$ cat config.mk
export PLATFORM = sky130hd
export DESIGN_NAME = latch_write_scheduler
export DESIGN_NICKNAME = d
export VERILOG_FILES = /design/src/rtl/latch_sched_pkg.sv /design/src/rtl/rr_arbiter2.sv /design/src/rtl/latch_write_scheduler.sv
export SDC_FILE = /design/constraint.sdc
export NUM_CORES = 1
export LEC_CHECK = 0
export ABC_AREA = 0
export BUFFER_PORTS_ARGS = -buffer_cell sky130_fd_sc_hd__buf_2
export CAP_MARGIN = 20
export CORE_UTILIZATION = 35
export DETAILED_ROUTE_END_ITERATION = 7
export PLACE_DENSITY_LB_ADDON = 0.05
export SLEW_MARGIN = 10
export SYNTH_ARGS = -nofsm -noshare
export SYNTH_HDL_FRONTEND = slang
export SYNTH_SLANG_ARGS = --single-unit
$ cat constraint.sdc
create_clock -name clk -period 1.7 [get_ports clk]
set_input_delay 0.34 -clock clk [delete_from_list [all_inputs] [get_ports clk]]
set_output_delay 0.34 -clock clk [all_outputs]
set_load 0.1 [all_outputs]
$ cat src/rtl/latch_sched_pkg.sv
// Shared definitions for the latch write scheduler.
//   state_e        : scheduler FSM states
//   DEF_WIDTH      : default latch word width
//   DEF_DEPTH      : default number of latch words
//   DEF_EN_CYCLES  : default latch-enable pulse length in cycles
//   CNT_W          : width of the enable-phase counter (covers 1..15)
package latch_sched_pkg;

   typedef enum logic [1:0] {
      ST_IDLE   = 2'd0,
      ST_SETUP  = 2'd1,
      ST_ENABLE = 2'd2,
      ST_HOLD   = 2'd3
   } state_e;

   localparam int DEF_WIDTH     = 8;
   localparam int DEF_DEPTH     = 4;
   localparam int DEF_EN_CYCLES = 2;
   localparam int CNT_W         = 4;

endpackage

$ cat src/rtl/rr_arbiter2.sv
// Two-way round-robin arbiter.
//   clk, rst : clock and synchronous active-high reset
//   req      : request from requester 0 / 1
//   advance  : high when the caller accepts the current grant
//   grant    : one-hot grant (combinational)
//   index    : index of the granted requester (combinational)
// After reset requester 0 holds priority; each accepted grant hands priority
// to the other requester.
module rr_arbiter2 (
   input  logic       clk,
   input  logic       rst,
   input  logic [1:0] req,
   input  logic       advance,
   output logic [1:0] grant,
   output logic       index
);

   logic prio_q;
   logic prio_d;

   always_comb begin
      grant  = 2'b00;
      index  = 1'b0;
      if (prio_q == 1'b0) begin
         if (req[0]) begin
            grant = 2'b01;
            index = 1'b0;
         end else if (req[1]) begin
            grant = 2'b10;
            index = 1'b1;
         end
      end else begin
         if (req[1]) begin
            grant = 2'b10;
            index = 1'b1;
         end else if (req[0]) begin
            grant = 2'b01;
            index = 1'b0;
         end
      end
      prio_d = prio_q;
      if (advance && (|req)) begin
         prio_d = ~index;
      end
   end

   always_ff @(posedge clk) begin
      if (rst) begin
         prio_q <= 1'b0;
      end else begin
         prio_q <= prio_d;
      end
   end

endmodule

$ cat src/rtl/latch_write_scheduler.sv
// Schedules writes from two requesters into an external bank of latch words.
//   clk, rst     : clock and synchronous active-high reset
//   req[1:0]     : write request per requester, held until its ack
//   addr0/addr1  : target word of requester 0 / 1
//   data0/data1  : write data of requester 0 / 1
//   ack[1:0]     : one-cycle completion pulse per requester
//   busy         : transaction in progress
//   gnt_id       : current owner (valid while busy)
//   lat_d        : shared D bus to all latch words
//   lat_e        : one-hot latch enables
// A transaction is SETUP (data on bus), ENABLE for EN_CYCLES cycles, then
// HOLD (enable low, data still stable, ack). All outputs are registered and
// are computed from the next state so they line up with the state they
// belong to.
module latch_write_scheduler
   import latch_sched_pkg::*;
#(
   parameter int WIDTH     = DEF_WIDTH,
   parameter int DEPTH     = DEF_DEPTH,
   parameter int EN_CYCLES = DEF_EN_CYCLES
) (
   input  logic                     clk,
   input  logic                     rst,
   input  logic [1:0]               req,
   input  logic [$clog2(DEPTH)-1:0] addr0,
   input  logic [$clog2(DEPTH)-1:0] addr1,
   input  logic [WIDTH-1:0]         data0,
   input  logic [WIDTH-1:0]         data1,
   output logic [1:0]               ack,
   output logic                     busy,
   output logic                     gnt_id,
   output logic [WIDTH-1:0]         lat_d,
   output logic [DEPTH-1:0]         lat_e
);

   localparam int AW = $clog2(DEPTH);
   localparam logic [CNT_W-1:0] CNT_LAST = CNT_W'(EN_CYCLES - 1);

   state_e           state_q, state_d;
   logic [CNT_W-1:0] cnt_q, cnt_d;
   logic             gnt_id_q, gnt_id_d;
   logic [1:0]       ack_q, ack_d;
   logic             busy_q, busy_d;
   logic [DEPTH-1:0] lat_e_q, lat_e_d;
   logic [WIDTH-1:0] lat_d_q, lat_d_d;
   logic [AW-1:0]    addr_q, addr_d;

   logic [1:0]       arb_grant;
   logic             arb_index;
   logic             arb_advance;

   // Arbitration is only consumed in IDLE; elsewhere requests are ignored.
   assign arb_advance = (state_q == ST_IDLE);

   rr_arbiter2 u_arb (
      .clk     (clk),
      .rst     (rst),
      .req     (req),
      .advance (arb_advance),
      .grant   (arb_grant),
      .index   (arb_index)
   );

   always_comb begin
      state_d  = state_q;
      cnt_d    = cnt_q;
      gnt_id_d = gnt_id_q;
      addr_d   = addr_q;
      lat_d_d  = lat_d_q;
      ack_d    = 2'b00;
      lat_e_d  = '0;

      case (state_q)
         ST_IDLE: begin
            if (|req) begin
               state_d  = ST_SETUP;
               gnt_id_d = arb_index;
               // lat_d_q doubles as the captured data register.
               addr_d   = arb_grant[1] ? addr1 : addr0;
               lat_d_d  = arb_grant[1] ? data1 : data0;
            end
         end
         ST_SETUP: begin
            state_d = ST_ENABLE;
            cnt_d   = '0;
         end
         ST_ENABLE: begin
            if (cnt_q == CNT_LAST) begin
               state_d = ST_HOLD;
               cnt_d   = '0;
            end else begin
               cnt_d = cnt_q + 1'b1;
            end
         end
         ST_HOLD: begin
            state_d = ST_IDLE;
         end
         default: begin
            state_d = ST_IDLE;
         end
      endcase

      busy_d = (state_d != ST_IDLE);
      if (state_d == ST_ENABLE) begin
         lat_e_d[addr_d] = 1'b1;
      end
      if (state_d == ST_HOLD) begin
         ack_d[gnt_id_d] = 1'b1;
      end
   end

   always_ff @(posedge clk) begin
      if (rst) begin
         state_q  <= ST_IDLE;
         cnt_q    <= '0;
         gnt_id_q <= 1'b0;
         ack_q    <= 2'b00;
         busy_q   <= 1'b0;
         lat_e_q  <= '0;
         lat_d_q  <= '0;
      end else begin
         state_q  <= state_d;
         cnt_q    <= cnt_d;
         gnt_id_q <= gnt_id_d;
         ack_q    <= ack_d;
         busy_q   <= busy_d;
         lat_e_q  <= lat_e_d;
         lat_d_q  <= lat_d_d;
      end
   end

   // Captured address is only meaningful while busy, so it needs no reset.
   always_ff @(posedge clk) begin
      addr_q <= addr_d;
   end

   assign ack    = ack_q;
   assign busy   = busy_q;
   assign gnt_id = gnt_id_q;
   assign lat_d  = lat_d_q;
   assign lat_e  = lat_e_q;

endmodule

==> flow_summary.toml, run 1 <==
[logic_synthesis]
synth.cells.most_frequent = "25 x sky130_fd_sc_hd__dfxtp_1, 14 x sky130_fd_sc_hd__nor2_1, 13 x sky130_fd_sc_hd__nand2_1, 10 x sky130_fd_sc_hd__nand3_1, 9 x sky130_fd_sc_hd__a311oi_1"
seq_area_frac_synth_pct = 43.57
yosys.cell_count.top_type = "sky130_fd_sc_hd__dfxtp_1"
count_of_different_cell_masters_after_synthesis = 36
netlist_instances = 120
synth.yosys.warnings = 0
synth_area_per_cell_um2 = 9.572
synthTopCellsByArea = "sky130_fd_sc_hd__dfxtp_1 44%, sky130_fd_sc_hd__a311oi_1 6.9%, sky130_fd_sc_hd__ha_1 5.4%, sky130_fd_sc_hd__nor2_1 4.6%, sky130_fd_sc_hd__nand3_1 4.4%"
synth_top_area_share_pct = 43.57
asyncSetResetFlopFracSynth_pct = 0
synth-edff-count = 0
yosys.area.top_type = "sky130_fd_sc_hd__dfxtp_1"
synth_area_um2 = 1149
synth.ff_latch_count = 25
postSynthNetCount = 149
synth_ff_type = "sky130_fd_sc_hd__dfxtp_1"

[die]
starting_density_pct = 37.32
die_w_um = 59.29
die_height_um = 59.29
core_region_area_um2 = 3078
design.portCount = 40
std_cell_rows = 20
dieArea_um2 = 3515

[clock_network]
tritoncts_num_sinks = 25
worst_setup_hold_path_clk_slew_ps = 150
clk-insertion-delay-late_ps = 330
cts_inserted_buffers = 3
clk_path_buf_depth = 2
cts_hold_repair.buffers = 0
clk_root_buffer_cell = "sky130_fd_sc_hd__clkbuf_4"
h-tree-depth = 1
cts_tree = "built"

[worst_setup_path]
arrival_ps = 1840
required_ps = 1920
crit_fanout = 5
setup.worst_path.end_class = "register"
timing_worst_setup_path_type = "reg2reg"
cp-start-kind = "register"

[sta]
timing.slew.headroom_pct = 67.45
final_min_period_over_clock_period_pct = 95.56
finalSetupViolations = 0
setup_tns_ps = 0
final-max-slew-violation-count = 0
grt_setup_unrepaired = "no"
period_minus_slack_ps = 1625
max_freq_mhz = 615.5
tightest_slew_ps = 491.6
final.setup.worst_slack_ps = 75.40
final_hold_viol_count = 0
fin_worst_skew_ps = 11.02
finalHoldWorstSlack_ps = 255.9

[finish]
diodes = 0
post_route_cells_drive_above_1_share_pct = 38.27
layout-area-overhead-vs-synth_pct = 25.16
filler_cell_count = 314
final_net_count = 192

[pwr]
p_per_area_nw_per_um2 = 2090
p_leak_nw = 0.6357
max-vdd-ir-drop_v = 0.001126
power.total_mw = 3.005

[drt]
drc_errors = 0
detail_route.vias_per_cell = 4.786
routed_wire_length_per_instance_um = 11.75
drt.antenna.violating_nets = 0
drc_marker_count_from_the_first_detailed_route_iteration = 27
detailedRoute.firstPassIterationCount = 4
postRouteWirelength_mm = 2.421
num_vias = 986

[min_path]
holdCritPathClass = "in2reg"

[place]
pre_cts_slack_ps = 5.992
routability_congestion_estimate_from_global_placement = 0.7508
place_hpwl_mm = 1.805
port-buffer-count = 39

[run]
cap_viol_max_count = 0

[status]
run_status = "complete, no violations"

[global_routing]
grt_pass1_vias = 925
gr-usage-all-layers_pct = 15.50
antenna_violations_before_repair = 0
first_pass_grt_wire_length_mm = 4.091
globalRoute.totalOverflow = 0
grt_start_max_net_pins = 17
==> metrics by stage <==
step,util (%),area [um^2],std cells
3_5_place_dp,45.61,1404,202
2_1_floorplan,-,1149,120
4_1_cts,46.59,1434,206
3_3_place_gp,45.61,1404,202
5_1_grt,46.71,1438,206
6_report,46.71,1438,206
==> repair_timing <==
action / 4_1_cts / 5_1_grt
gates resized for setup: 1 / 2
buffers inserted: 0 / 0
setup endpoints to repair: 2 / 8
pin swaps: 0 / 1
==> flip-flops by register name (all words and copies together), names as in the netlist <==
name          cells
addr_q            2
lat_d             8
busy              1
cnt_q             4
lat_e             4
u_arb.prio_q      1
state_q           2
ack               2
gnt_id            1
==> where the power goes <==
group	switching (mW)	internal [mW]
combinational	1.39	0.493
clock	0.187	0.0882
sequential	0.0796	0.762
total	1.66	1.34
==> critical path, cell delays in order (launching register included) <==
cell and delay [ps]:
sky130_fd_sc_hd__dfxtp_1 360, sky130_fd_sc_hd__inv_1 60, sky130_fd_sc_hd__ha_1 120, sky130_fd_sc_hd__or3b_4 410, sky130_fd_sc_hd__and2_2 210, sky130_fd_sc_hd__o31ai_4 300
sky130_fd_sc_hd__nor3b_1 80
==> path summary, 6_finish.rpt <==
path	cells after the start	from	endpoint	slack (ps)
min reg2reg	1	u_arb.prio_q$_SDFFE_PP0P_	u_arb.prio_q$_SDFFE_PP0P_	500
max reg2reg	6	cnt_q[1]$_SDFFE_PP0P_	lat_e[1]$_SDFF_PP0_	80
min	3	data0[3]	lat_d[3]$_SDFFE_PP0P_	260
max	6	cnt_q[1]$_SDFFE_PP0P_	lat_e[1]$_SDFF_PP0_	80
==> cell families after synthesis <==
kind of cell	after synthesis	share of synthesized area [%]
AND/OR/NAND/NOR	53	24.18
flip-flops	25	43.57
AO/OA/AOI/OAI	22	19.17
buffers and inverters	12	5.120
adder cells (fa/ha/maj)	5	5.447
XOR/XNOR	2	1.525
multiplexers	1	0.9803
==> routing by layer <==
| metal | GRT usage (%) | share of wire, % | up-vias |
|---|---|---|---|
| li1 | - | - | 507 |
| met1 | 19.41 | 47 | 455 |
| met2 | 25.84 | 49 | 22 |
| met3 | 2.620 | 3.8 | 2 |
| met4 | 7.143 | 0.83 | 0 |
| met5 | 0 | 0 | - |
==> final cells by class <==
class | instances | area, um^2 | area share (%)
inverters | 5 | 18.77 | 1.305
flip-flops and latches | 25 | 500.5 | 34.81
well taps | 44 | 55.05 | 3.829
clock inverters | 1 | 5.005 | 0.3481
clock buffers | 3 | 22.52 | 1.567
repair buffers | 45 | 240.2 | 16.71
multi-input cells | 83 | 595.6 | 41.43
==> cells in the final DEF, fill, tap and decap left out, drive strengths merged, types with 3 or more instances in the layout <==
| master | instances |
|---|---|
| buf | 45 |
| dfxtp | 25 |
| nor2 | 14 |
| nand2 | 14 |
| nand3 | 10 |
| a311oi | 9 |
| inv | 5 |
| ha | 5 |
| clkbuf | 3 |
Note: power is estimated with default switching activity, not from simulation.
==> run 2, diff against run 1 <==
--- a/config.mk
+++ b/config.mk
@@ -11,6 +11,7 @@
 export CORE_UTILIZATION = 35
 export DETAILED_ROUTE_END_ITERATION = 7
 export PLACE_DENSITY_LB_ADDON = 0.05
+export RECOVER_POWER = 25
 export SLEW_MARGIN = 10
 export SYNTH_ARGS = -nofsm -noshare
 export SYNTH_HDL_FRONTEND = slang
==> run 2 against run 1 <==
  * Register-to-register slack hardly changed
  * Count of clock-buffer cells in the layout is the same
  * Non-clock buffer count unchanged
  * Combinational power is essentially flat
  * Final area shrank 0.26%
  * First-iteration DRC count unchanged
  * Via count is 0.10% higher
  * Critical endpoint unchanged
  * Sequential power about the same
  * Wire length hardly changed
  * Flip-flop and latch count is the same
  * Worst hold slack about the same
==> flow_summary.toml, run 2 (synthesis results as in run 1) <==
[drt]
detail_route.vias_per_cell = 4.791
routed_wire_length_per_instance_um = 11.74
drt.antenna.violating_nets = 0
drc_errors = 0
detailedRoute.firstPassIterationCount = 4
postRouteWirelength_mm = 2.419
drc_marker_count_from_the_first_detailed_route_iteration = 27
num_vias = 987

[global_routing]
grt_start_max_net_pins = 17
grt_pass1_vias = 925
globalRoute.totalOverflow = 0
antenna_violations_before_repair = 0
gr-usage-all-layers_pct = 15.50
first_pass_grt_wire_length_mm = 4.091

[die]
core_region_area_um2 = 3078
starting_density_pct = 37.32
std_cell_rows = 20
design.portCount = 40
dieArea_um2 = 3515
die_height_um = 59.29
die_w_um = 59.29

[finish]
layout-area-overhead-vs-synth_pct = 24.84
largest_register_ff_count = 8
postLayoutCellArea_um2 = 1434
post_route_cells_drive_above_1_share_pct = 37.65
layout_commonest_cell = "sky130_fd_sc_hd__buf_2"
commonest_non_fill_non_tap_cells_in_the_layout = "34 x sky130_fd_sc_hd__buf_2, 25 x sky130_fd_sc_hd__dfxtp_1, 14 x sky130_fd_sc_hd__nor2_1"
finish.utilization_pct = 46.59
fin_cells = 206
diodes = 0
final_net_count = 192

[place]
routability_congestion_estimate_from_global_placement = 0.7508
place_area_um2 = 1404
port-buffer-count = 39
placed_instances = 202
place_hpwl_mm = 1.805
pre_cts_slack_ps = 5.992

[worst_setup_path]
required_ps = 1920
setup.worst_path.end_class = "register"
crit_fanout = 5
cp-start-kind = "register"
arrival_ps = 1840
timing_worst_setup_path_type = "reg2reg"

[status]
run_status = "complete, no violations"

[pwr]
max-vdd-ir-drop_v = 0.001119
power.total_mw = 2.991
p_per_area_nw_per_um2 = 2086
p_leak_nw = 0.6285

[sta]
final-max-slew-violation-count = 0
final_hold_viol_count = 0
tightest_slew_ps = 539.9
finalHoldWorstSlack_ps = 255.9
fin_worst_skew_ps = 11.02
period_minus_slack_ps = 1625
final.setup.worst_slack_ps = 75.40
grt_setup_unrepaired = "no"
max_freq_mhz = 615.5
setup_tns_ps = 0
finalSetupViolations = 0
final_min_period_over_clock_period_pct = 95.56
timing.slew.headroom_pct = 64.16

[clock_network]
cts_inserted_buffers = 3
postCtsSetupBuffers = 0
cts_tree = "built"
clk-insertion-delay-late_ps = 330
clk_root_buffer_cell = "sky130_fd_sc_hd__clkbuf_4"
h-tree-depth = 1
worst_setup_hold_path_clk_slew_ps = 150
clk_path_buf_depth = 2
tritoncts_num_sinks = 25
cts_hold_repair.buffers = 0

[run]
cap_viol_max_count = 0

[min_path]
holdCritPathClass = "in2reg"
run 2: changes by cell type in the layout (fill, tap and decap cells not counted), sizes merged:
| cell | delta |
|---|---|
| clkbuf | +6 |
| buf | -6 |
run 2: final timing paths:
check                       startpoint                        end  slack (ps)  cells after the start
min                           data0[3]      lat_d[3]$_SDFFE_PP0P_         260                      3
max reg2reg      cnt_q[1]$_SDFFE_PP0P_        lat_e[1]$_SDFF_PP0_          80                      6
max              cnt_q[1]$_SDFFE_PP0P_        lat_e[1]$_SDFF_PP0_          80                      6
min reg2reg  u_arb.prio_q$_SDFFE_PP0P_  u_arb.prio_q$_SDFFE_PP0P_         500                      1
run 2: worst max-delay path, stage by stage, from the launching register on:
cell and delay [ps]:
sky130_fd_sc_hd__dfxtp_1 360, sky130_fd_sc_hd__inv_1 60, sky130_fd_sc_hd__ha_1 120, sky130_fd_sc_hd__or3b_4 410
sky130_fd_sc_hd__and2_2 210, sky130_fd_sc_hd__o31ai_4 300, sky130_fd_sc_hd__nor3b_1 80
run 2: cell type report:
type | instances | area (um^2)
multi-input combinational | 83 | 595.6
fill | 314 | 1644
clock inverter | 1 | 5.005
inverter | 5 | 18.77
sequential | 25 | 500.5
timing repair buffer | 45 | 236.5
tap | 44 | 55.05
clock buffer | 3 | 22.52
run 2: layer usage:
| layer | part of all wire (%) | GRT usage (%) | vias up |
|---|---|---|---|
| met1 | 47 | 19.41 | 456 |
| met4 | 0.83 | 7.143 | 0 |
| met3 | 3.7 | 2.620 | 2 |
| met2 | 49 | 25.84 | 22 |
| met5 | 0 | 0 | - |
| li1 | - | - | 507 |
run 2: power by group:
part / leakage (nW) / switching [mW] / internal (mW)
clock network: 0.0177 / 0.187 / 0.0882
logic: 0.405 / 1.39 / 0.479
registers: 0.206 / 0.0807 / 0.763
run 2: timing repair:
item	4_1_cts	5_1_grt
endpoints found under the setup margin	2	8
pin swaps	0	1
gates resized for setup	1	2
